==> src/rtl/alu_seq_pkg.sv <==
// Shared definitions for the ALU sequencer: op codes, FSM encoding,
// ALU control word layout and per-op update masks.
package alu_seq_pkg;

    typedef logic [3:0] op_t;

    localparam op_t OP_ADC = 4'd0;
    localparam op_t OP_SBC = 4'd1;
    localparam op_t OP_AND = 4'd2;
    localparam op_t OP_ORA = 4'd3;
    localparam op_t OP_EOR = 4'd4;
    localparam op_t OP_ASL = 4'd5;
    localparam op_t OP_ROL = 4'd6;
    localparam op_t OP_LSR = 4'd7;
    localparam op_t OP_ROR = 4'd8;
    localparam op_t OP_INC = 4'd9;
    localparam op_t OP_DEC = 4'd10;
    localparam op_t OP_CMP = 4'd11;

    typedef enum logic [1:0] {
        S_IDLE = 2'd0,
        S_EXEC = 2'd1,
        S_DONE = 2'd2
    } state_t;

    // Which architectural state an op writes; N/Z are written by every legal op.
    typedef logic [2:0] upd_t;
    localparam upd_t UPD_C   = 3'b001;
    localparam upd_t UPD_V   = 3'b010;
    localparam upd_t UPD_RES = 3'b100;

    // ALU input enables and function selects, one bit per strobe.
    typedef struct packed {
        logic sb_add;
        logic db_add;
        logic db_n_add;
        logic add_0;
        logic addc_1;
        logic sums;
        logic ands;
        logic eors;
        logic ors;
        logic srs;
    } ctrl_t;

    function automatic logic op_is_legal(input op_t op);
        return (op <= OP_CMP);
    endfunction

endpackage

==> src/rtl/alu_seq_decode.sv <==
// Op decode: turns the latched op and carry into the ALU control word,
// the B-bus source select and the result/flag update mask.
module alu_seq_decode
    import alu_seq_pkg::*;
(
    input  op_t   i_op,
    input  logic  i_carry,
    output ctrl_t o_ctrl,
    output logic  o_db_sel_a,
    output upd_t  o_upd
);

    // Control word lookup; unknown ops leave everything deasserted.
    always_comb begin
        o_ctrl     = '0;
        o_db_sel_a = 1'b0;
        o_upd      = '0;
        case (i_op)
            OP_ADC: begin
                o_ctrl.sb_add = 1'b1; o_ctrl.db_add = 1'b1; o_ctrl.sums = 1'b1;
                o_ctrl.addc_1 = i_carry;
                o_upd = UPD_C | UPD_V | UPD_RES;
            end
            OP_SBC: begin
                o_ctrl.sb_add = 1'b1; o_ctrl.db_n_add = 1'b1; o_ctrl.sums = 1'b1;
                o_ctrl.addc_1 = i_carry;
                o_upd = UPD_C | UPD_V | UPD_RES;
            end
            OP_CMP: begin
                o_ctrl.sb_add = 1'b1; o_ctrl.db_n_add = 1'b1; o_ctrl.sums = 1'b1;
                o_ctrl.addc_1 = 1'b1;
                o_upd = UPD_C;
            end
            OP_AND: begin
                o_ctrl.sb_add = 1'b1; o_ctrl.db_add = 1'b1; o_ctrl.ands = 1'b1;
                o_upd = UPD_RES;
            end
            OP_ORA: begin
                o_ctrl.sb_add = 1'b1; o_ctrl.db_add = 1'b1; o_ctrl.ors = 1'b1;
                o_upd = UPD_RES;
            end
            OP_EOR: begin
                o_ctrl.sb_add = 1'b1; o_ctrl.db_add = 1'b1; o_ctrl.eors = 1'b1;
                o_upd = UPD_RES;
            end
            OP_ASL, OP_ROL: begin
                // Shift left is A + A, so A is routed onto the B bus as well.
                o_db_sel_a = 1'b1;
                o_ctrl.sb_add = 1'b1; o_ctrl.db_add = 1'b1; o_ctrl.sums = 1'b1;
                o_ctrl.addc_1 = (i_op == OP_ROL) ? i_carry : 1'b0;
                o_upd = UPD_C | UPD_RES;
            end
            OP_LSR, OP_ROR: begin
                o_ctrl.sb_add = 1'b1; o_ctrl.srs = 1'b1;
                o_ctrl.addc_1 = (i_op == OP_ROR) ? i_carry : 1'b0;
                o_upd = UPD_C | UPD_RES;
            end
            OP_INC: begin
                // 0 + A + 1 with A presented on the B side.
                o_db_sel_a = 1'b1;
                o_ctrl.add_0 = 1'b1; o_ctrl.db_add = 1'b1; o_ctrl.sums = 1'b1;
                o_ctrl.addc_1 = 1'b1;
                o_upd = UPD_RES;
            end
            OP_DEC: begin
                // B side left undriven floats to 0xFF inside the ALU: A + 0xFF.
                o_ctrl.sb_add = 1'b1; o_ctrl.sums = 1'b1;
                o_upd = UPD_RES;
            end
            default: begin
                o_ctrl     = '0;
                o_db_sel_a = 1'b0;
                o_upd      = '0;
            end
        endcase
    end

endmodule

==> src/rtl/alu_sequencer.sv <==
// Single-issue sequencer driving the 6502 ALU datapath for one execute cycle.
//
// state  | meaning
// IDLE   | waiting for i_start; ALU controls and buses held at 0
// EXEC   | controls/buses driven from latched request; ALU latches mid-cycle
// DONE   | result captured; o_done pulses in the following cycle
module alu_sequencer
    import alu_seq_pkg::*;
#(
    parameter int OP_W   = 4,
    parameter int DATA_W = 8
)(
    input  logic              i_clk,
    input  logic              i_reset_n,
    input  logic              i_start,
    input  logic [OP_W-1:0]   i_op,
    input  logic [DATA_W-1:0] i_a,
    input  logic [DATA_W-1:0] i_b,
    input  logic              i_carry,
    output logic              o_busy,
    output logic              o_done,
    output logic              o_illegal,
    output logic [DATA_W-1:0] o_result,
    output logic              o_n,
    output logic              o_z,
    output logic              o_c,
    output logic              o_v,
    output logic [DATA_W-1:0] o_sb,
    output logic [DATA_W-1:0] o_db,
    output logic              o_sb_add,
    output logic              o_db_add,
    output logic              o_db_n_add,
    output logic              o_0_add,
    output logic              o_1_addc,
    output logic              o_sums,
    output logic              o_ands,
    output logic              o_eors,
    output logic              o_ors,
    output logic              o_srs,
    input  logic [DATA_W-1:0] i_add,
    input  logic              i_acr,
    input  logic              i_avr
);

    state_t            r_state;
    state_t            w_state_nxt;
    op_t               r_op;
    logic [DATA_W-1:0] r_a;
    logic [DATA_W-1:0] r_b;
    logic              r_carry;
    logic [DATA_W-1:0] r_result;
    logic              r_n, r_z, r_c, r_v;
    logic              r_done;
    logic              r_illegal;

    ctrl_t             w_ctrl;
    ctrl_t             w_ctrl_out;
    logic              w_db_sel_a;
    upd_t              w_upd;
    logic [DATA_W-1:0] w_sb;
    logic [DATA_W-1:0] w_db;

    alu_seq_decode u_decode (
        .i_op       (r_op),
        .i_carry    (r_carry),
        .o_ctrl     (w_ctrl),
        .o_db_sel_a (w_db_sel_a),
        .o_upd      (w_upd)
    );

    // State register.
    always_ff @(posedge i_clk or negedge i_reset_n) begin
        if (!i_reset_n) r_state <= S_IDLE;
        else            r_state <= w_state_nxt;
    end

    // Next-state logic; illegal ops skip the execute cycle entirely.
    always_comb begin
        w_state_nxt = r_state;
        case (r_state)
            S_IDLE:  if (i_start) w_state_nxt = op_is_legal(op_t'(i_op)) ? S_EXEC : S_DONE;
            S_EXEC:  w_state_nxt = S_DONE;
            S_DONE:  w_state_nxt = S_IDLE;
            default: w_state_nxt = S_IDLE;
        endcase
    end

    // ALU drive: only the execute cycle presents the request to the ALU.
    always_comb begin
        w_ctrl_out = '0;
        w_sb       = '0;
        w_db       = '0;
        if (r_state == S_EXEC) begin
            w_ctrl_out = w_ctrl;
            w_sb       = r_a;
            w_db       = w_db_sel_a ? r_a : r_b;
        end
    end

    // Request capture, accepted only while idle.
    always_ff @(posedge i_clk or negedge i_reset_n) begin
        if (!i_reset_n) begin
            r_op    <= '0;
            r_a     <= '0;
            r_b     <= '0;
            r_carry <= 1'b0;
        end else if (r_state == S_IDLE && i_start) begin
            r_op    <= op_t'(i_op);
            r_a     <= i_a;
            r_b     <= i_b;
            r_carry <= i_carry;
        end
    end

    // Result and flag update at the closing edge of the execute cycle.
    always_ff @(posedge i_clk or negedge i_reset_n) begin
        if (!i_reset_n) begin
            r_result <= '0;
            r_n      <= 1'b0;
            r_z      <= 1'b0;
            r_c      <= 1'b0;
            r_v      <= 1'b0;
        end else if (r_state == S_EXEC) begin
            r_n <= i_add[DATA_W-1];
            r_z <= (i_add == '0);
            if (|(w_upd & UPD_RES)) r_result <= i_add;
            if (|(w_upd & UPD_C))   r_c      <= i_acr;
            if (|(w_upd & UPD_V))   r_v      <= i_avr;
        end
    end

    // Completion pulse, registered out of DONE.
    always_ff @(posedge i_clk or negedge i_reset_n) begin
        if (!i_reset_n) begin
            r_done    <= 1'b0;
            r_illegal <= 1'b0;
        end else begin
            r_done    <= (r_state == S_DONE);
            r_illegal <= (r_state == S_DONE) && !op_is_legal(r_op);
        end
    end

    assign o_busy     = (r_state != S_IDLE);
    assign o_done     = r_done;
    assign o_illegal  = r_illegal;
    assign o_result   = r_result;
    assign o_n        = r_n;
    assign o_z        = r_z;
    assign o_c        = r_c;
    assign o_v        = r_v;
    assign o_sb       = w_sb;
    assign o_db       = w_db;
    assign o_sb_add   = w_ctrl_out.sb_add;
    assign o_db_add   = w_ctrl_out.db_add;
    assign o_db_n_add = w_ctrl_out.db_n_add;
    assign o_0_add    = w_ctrl_out.add_0;
    assign o_1_addc   = w_ctrl_out.addc_1;
    assign o_sums     = w_ctrl_out.sums;
    assign o_ands     = w_ctrl_out.ands;
    assign o_eors     = w_ctrl_out.eors;
    assign o_ors      = w_ctrl_out.ors;
    assign o_srs      = w_ctrl_out.srs;

endmodule

==> config.mk <==
export PLATFORM = sky130hd
export DESIGN_NAME = alu_sequencer
export DESIGN_NICKNAME = d
export VERILOG_FILES = /design/src/rtl/alu_seq_pkg.sv /design/src/rtl/alu_seq_decode.sv /design/src/rtl/alu_sequencer.sv
export SDC_FILE = /design/constraint.sdc
export NUM_CORES = 1
export LEC_CHECK = 0
export ABC_CLOCK_PERIOD_IN_PS = 1860
export CAP_MARGIN = 20
export CORE_ASPECT_RATIO = 1.1
export CORE_MARGIN = 2
export CORE_UTILIZATION = 43
export DETAILED_ROUTE_END_ITERATION = 8
export GPL_ROUTABILITY_DRIVEN = 0
export PLACE_DENSITY = 0.77
export SLEW_MARGIN = 20
export SYNTH_ARGS = -nofsm -noshare
export SYNTH_HDL_FRONTEND = slang
export SYNTH_SLANG_ARGS = --single-unit
==> constraint.sdc <==
create_clock -name i_clk -period 1.86 [get_ports i_clk]
set_input_delay 0.465 -clock i_clk [delete_from_list [all_inputs] [get_ports i_clk]]
set_output_delay 0.465 -clock i_clk [all_outputs]
set_load 0.02 [all_outputs]
==> flow_summary.json <==
{
  "outcome": "finished, violations left",
  "violations": "setup timing",
  "grt_pass1_vias": 1591,
  "cts_tree": "done",
  "fillerInstances": 308,
  "drv_cap": 0,
  "diodes": 0,
  "antenna_found_initial": 0,
  "yosys-top-cells-area": "dfrtp_1 (49%), mux2_2 (17%), nand2_1 (3.4%)",
  "setup.worst_path.end_class": "primary output",
  "async_flop_share_pct": 100.0,
  "rsz0062_at_grt": "yes",
  "rows": 25,
  "finalNonFillerCells": 324,
  "regArea_sq_um": 928.4,
  "cts_made_buffers": 5,
  "grt-ovfl-total": 0,
  "period_minus_slack_ps": 2106,
  "hold_class": "in -> async",
  "preCtsSetupSlack_ps": -357.9,
  "dp.cells": 314,
  "p_leak_nw": 1.382,
  "grt_usage_pct": 20.73,
  "yosysSeqAreaShare_pct": 48.97,
  "fmax_ghz": 0.4749,
  "multi_input_area_sq_mm": 0.001030,
  "drive_gt1_share_pct": 54.44,
  "synth.avg_cell_area_sq_um": 10.87,
  "final.setup.worst_slack_ps": -245.5,
  "clk_latency_ps": 290,
  "reg2reg_depth": 6,
  "grt_pass1_wl_microns": 7617,
  "worstSetupStartpointType": "flop",
  "power_density_mw_per_mm2": 1134,
  "crit_type": "reg -> out",
  "syn_nets": 208,
  "yosysWarnings": 0,
  "period_share_pct": 113.2,
  "power_mw": 3.587,
  "ir_drop_mv": 0.6366,
  "worstPathArrival_ps": 1640,
  "r2r_slack_ps": 230,
  "dpl.hpwl_microns": 3270,
  "synth_top_cells_by_count": "dfrtp_1 (37), mux2_2 (29), nand2_1 (17), nand3_1 (11)",
  "areaGrowthSynthToFinish_pct": 67.31,
  "synth-seq-cells": 37,
  "start_util_pct": 44.44,
  "setup_viol": 18,
  "nNetsFinal": 304,
  "die_h_microns": 73.55,
  "root_buffer": "clkbuf_8",
  "skew_ps": 6.871,
  "synth.distinct_cells": 31,
  "worst_pin_slew_ps": 468.2,
  "slew_headroom_pct": 68.78,
  "r2r_end": "o_result[2]",
  "pin_count": 75,
  "ant_nets": 0,
  "cts_hold_buf": 0,
  "rr_startpoint": "r_op[0]",
  "cts_buffer_depth": 2,
  "via_per_inst": 5.003,
  "hold_viol": 0,
  "yosysMostFrequentCell": "dfrtp_1",
  "postRouteWirelength_microns": 4991,
  "synth_area_sq_mm": 0.001891,
  "synth_edf_count": 0,
  "synth-main-ff-cell": "dfrtp_1",
  "cp.required_ps": 1390,
  "htreeDepth": 2,
  "post_drt_wl_per_cell_microns": 15.40,
  "drt_iter0_drc": 45,
  "dr.pass1.iters": 4,
  "yosysTopAreaCellShare_pct": 48.97,
  "vias": 1621,
  "fp.dieArea_sq_mm": 0.004944,
  "drcViolationCount": 0,
  "synthCells": 174,
  "slew_violations": 0,
  "holdWs_ps": 198.1,
  "dieWidth_microns": 67.22,
  "grt_max_degree": 38,
  "port_buffers": 74,
  "clock-sinks": 37,
  "coreArea_sq_mm": 0.004254,
  "cts.clk_slew.worst_paths_ps": 80,
  "synth_top_area_cell": "dfrtp_1",
  "worstPathMaxFanout": 8
}
-- flip-flops by register name, indices dropped and copies added (netlist names) --
name,flops
o_v,1
o_z,1
o_n,1
r_b,8
o_illegal,1
o_done,1
r_a,8
r_carry,1
o_result,8
r_op,4
r_state,2
o_c,1
-- worst max path at each step --
stage	endpoint	cells after the start	startpoint	slack, ps
global placement	o_db[4]	6	r_op[2]	-340
finish	o_db[5]	6	r_op[2]	-250
CTS	o_db[0]	6	r_op[2]	-220
detailed placement	o_db[0]	6	r_op[3]	-360
floorplan	o_ands	3	r_state[1]	-120
global route	o_db[3]	6	r_op[2]	-300
-- per-stage QoR --
step / cell area [sq um] / util [%] / TNS, ps
floorplan: 1891 / - / -349.2
detailed placement: 2829 / 66.50 / -6333
global placement: 2829 / 66.50 / -5976
global route: 3163 / 74.35 / -3953
CTS: 2920 / 68.65 / -2578
finish: 3163 / 74.35 / -2506
-- critical path: stages, from the launching register on --
cell      delay, ps
dfrtp_2         440
and4bb_2        260
a21oi_4         180
buf_12          160
nand3_2          80
o21ai_2          80
buf_6           140
-- layout make-up --
class	count	area share, %
multi-input cells	116	32.56
repair buffers	101	32.04
flip-flops and latches	37	29.35
clock buffers	6	2.611
well taps	54	2.136
inverters	9	1.068
clock inverters	1	0.2373
-- routing by layer --
layer	wire (microns)	global-route usage [%]
met5	0	0
met4	57	6.122
met3	304	6.432
met2	2576	34.21
met1	2053	26.07
-- layout by cell type, fill, tap and decap left out, types with 4 or more instances in the layout --
cell,count
buf_4,27
buf_6,20
nand3_1,4
clkbuf_8,6
a21oi_2,4
nand2b_1,4
inv_2,8
nand2_2,7
o21ai_2,7
mux2_2,29
dfrtp_1,35
nand3_2,7
nor2_1,5
nand2_1,8
clkdlybuf4s50_1,46
-- cell families after synthesis --
family                 Yosys count  share of synthesized area (%)
flip-flops                      37                          48.97
multiplexers                    31                          18.46
AO/OA/AOI/OAI                   23                          7.611
XOR/XNOR                         2                          1.324
AND/OR/NAND/NOR                 60                          17.47
buffers and inverters           21                          6.155
-- where the power goes --
part	internal, mW	total, mW	switching (mW)
sequential	1.05	1.21	0.166
combinational	0.942	1.78	0.840
clock	0.293	0.590	0.297
-- repair_timing --
| item | 4_1_cts | 5_1_grt |
|---|---|---|
| setup endpoints to repair | 27 | 27 |
| cloned | 1 | 1 |
| buffers inserted | 1 | 0 |
| gates resized for setup | 146 | 71 |
| pin swaps | 1 | 7 |
Note: power is estimated with default switching activity, not from simulation.
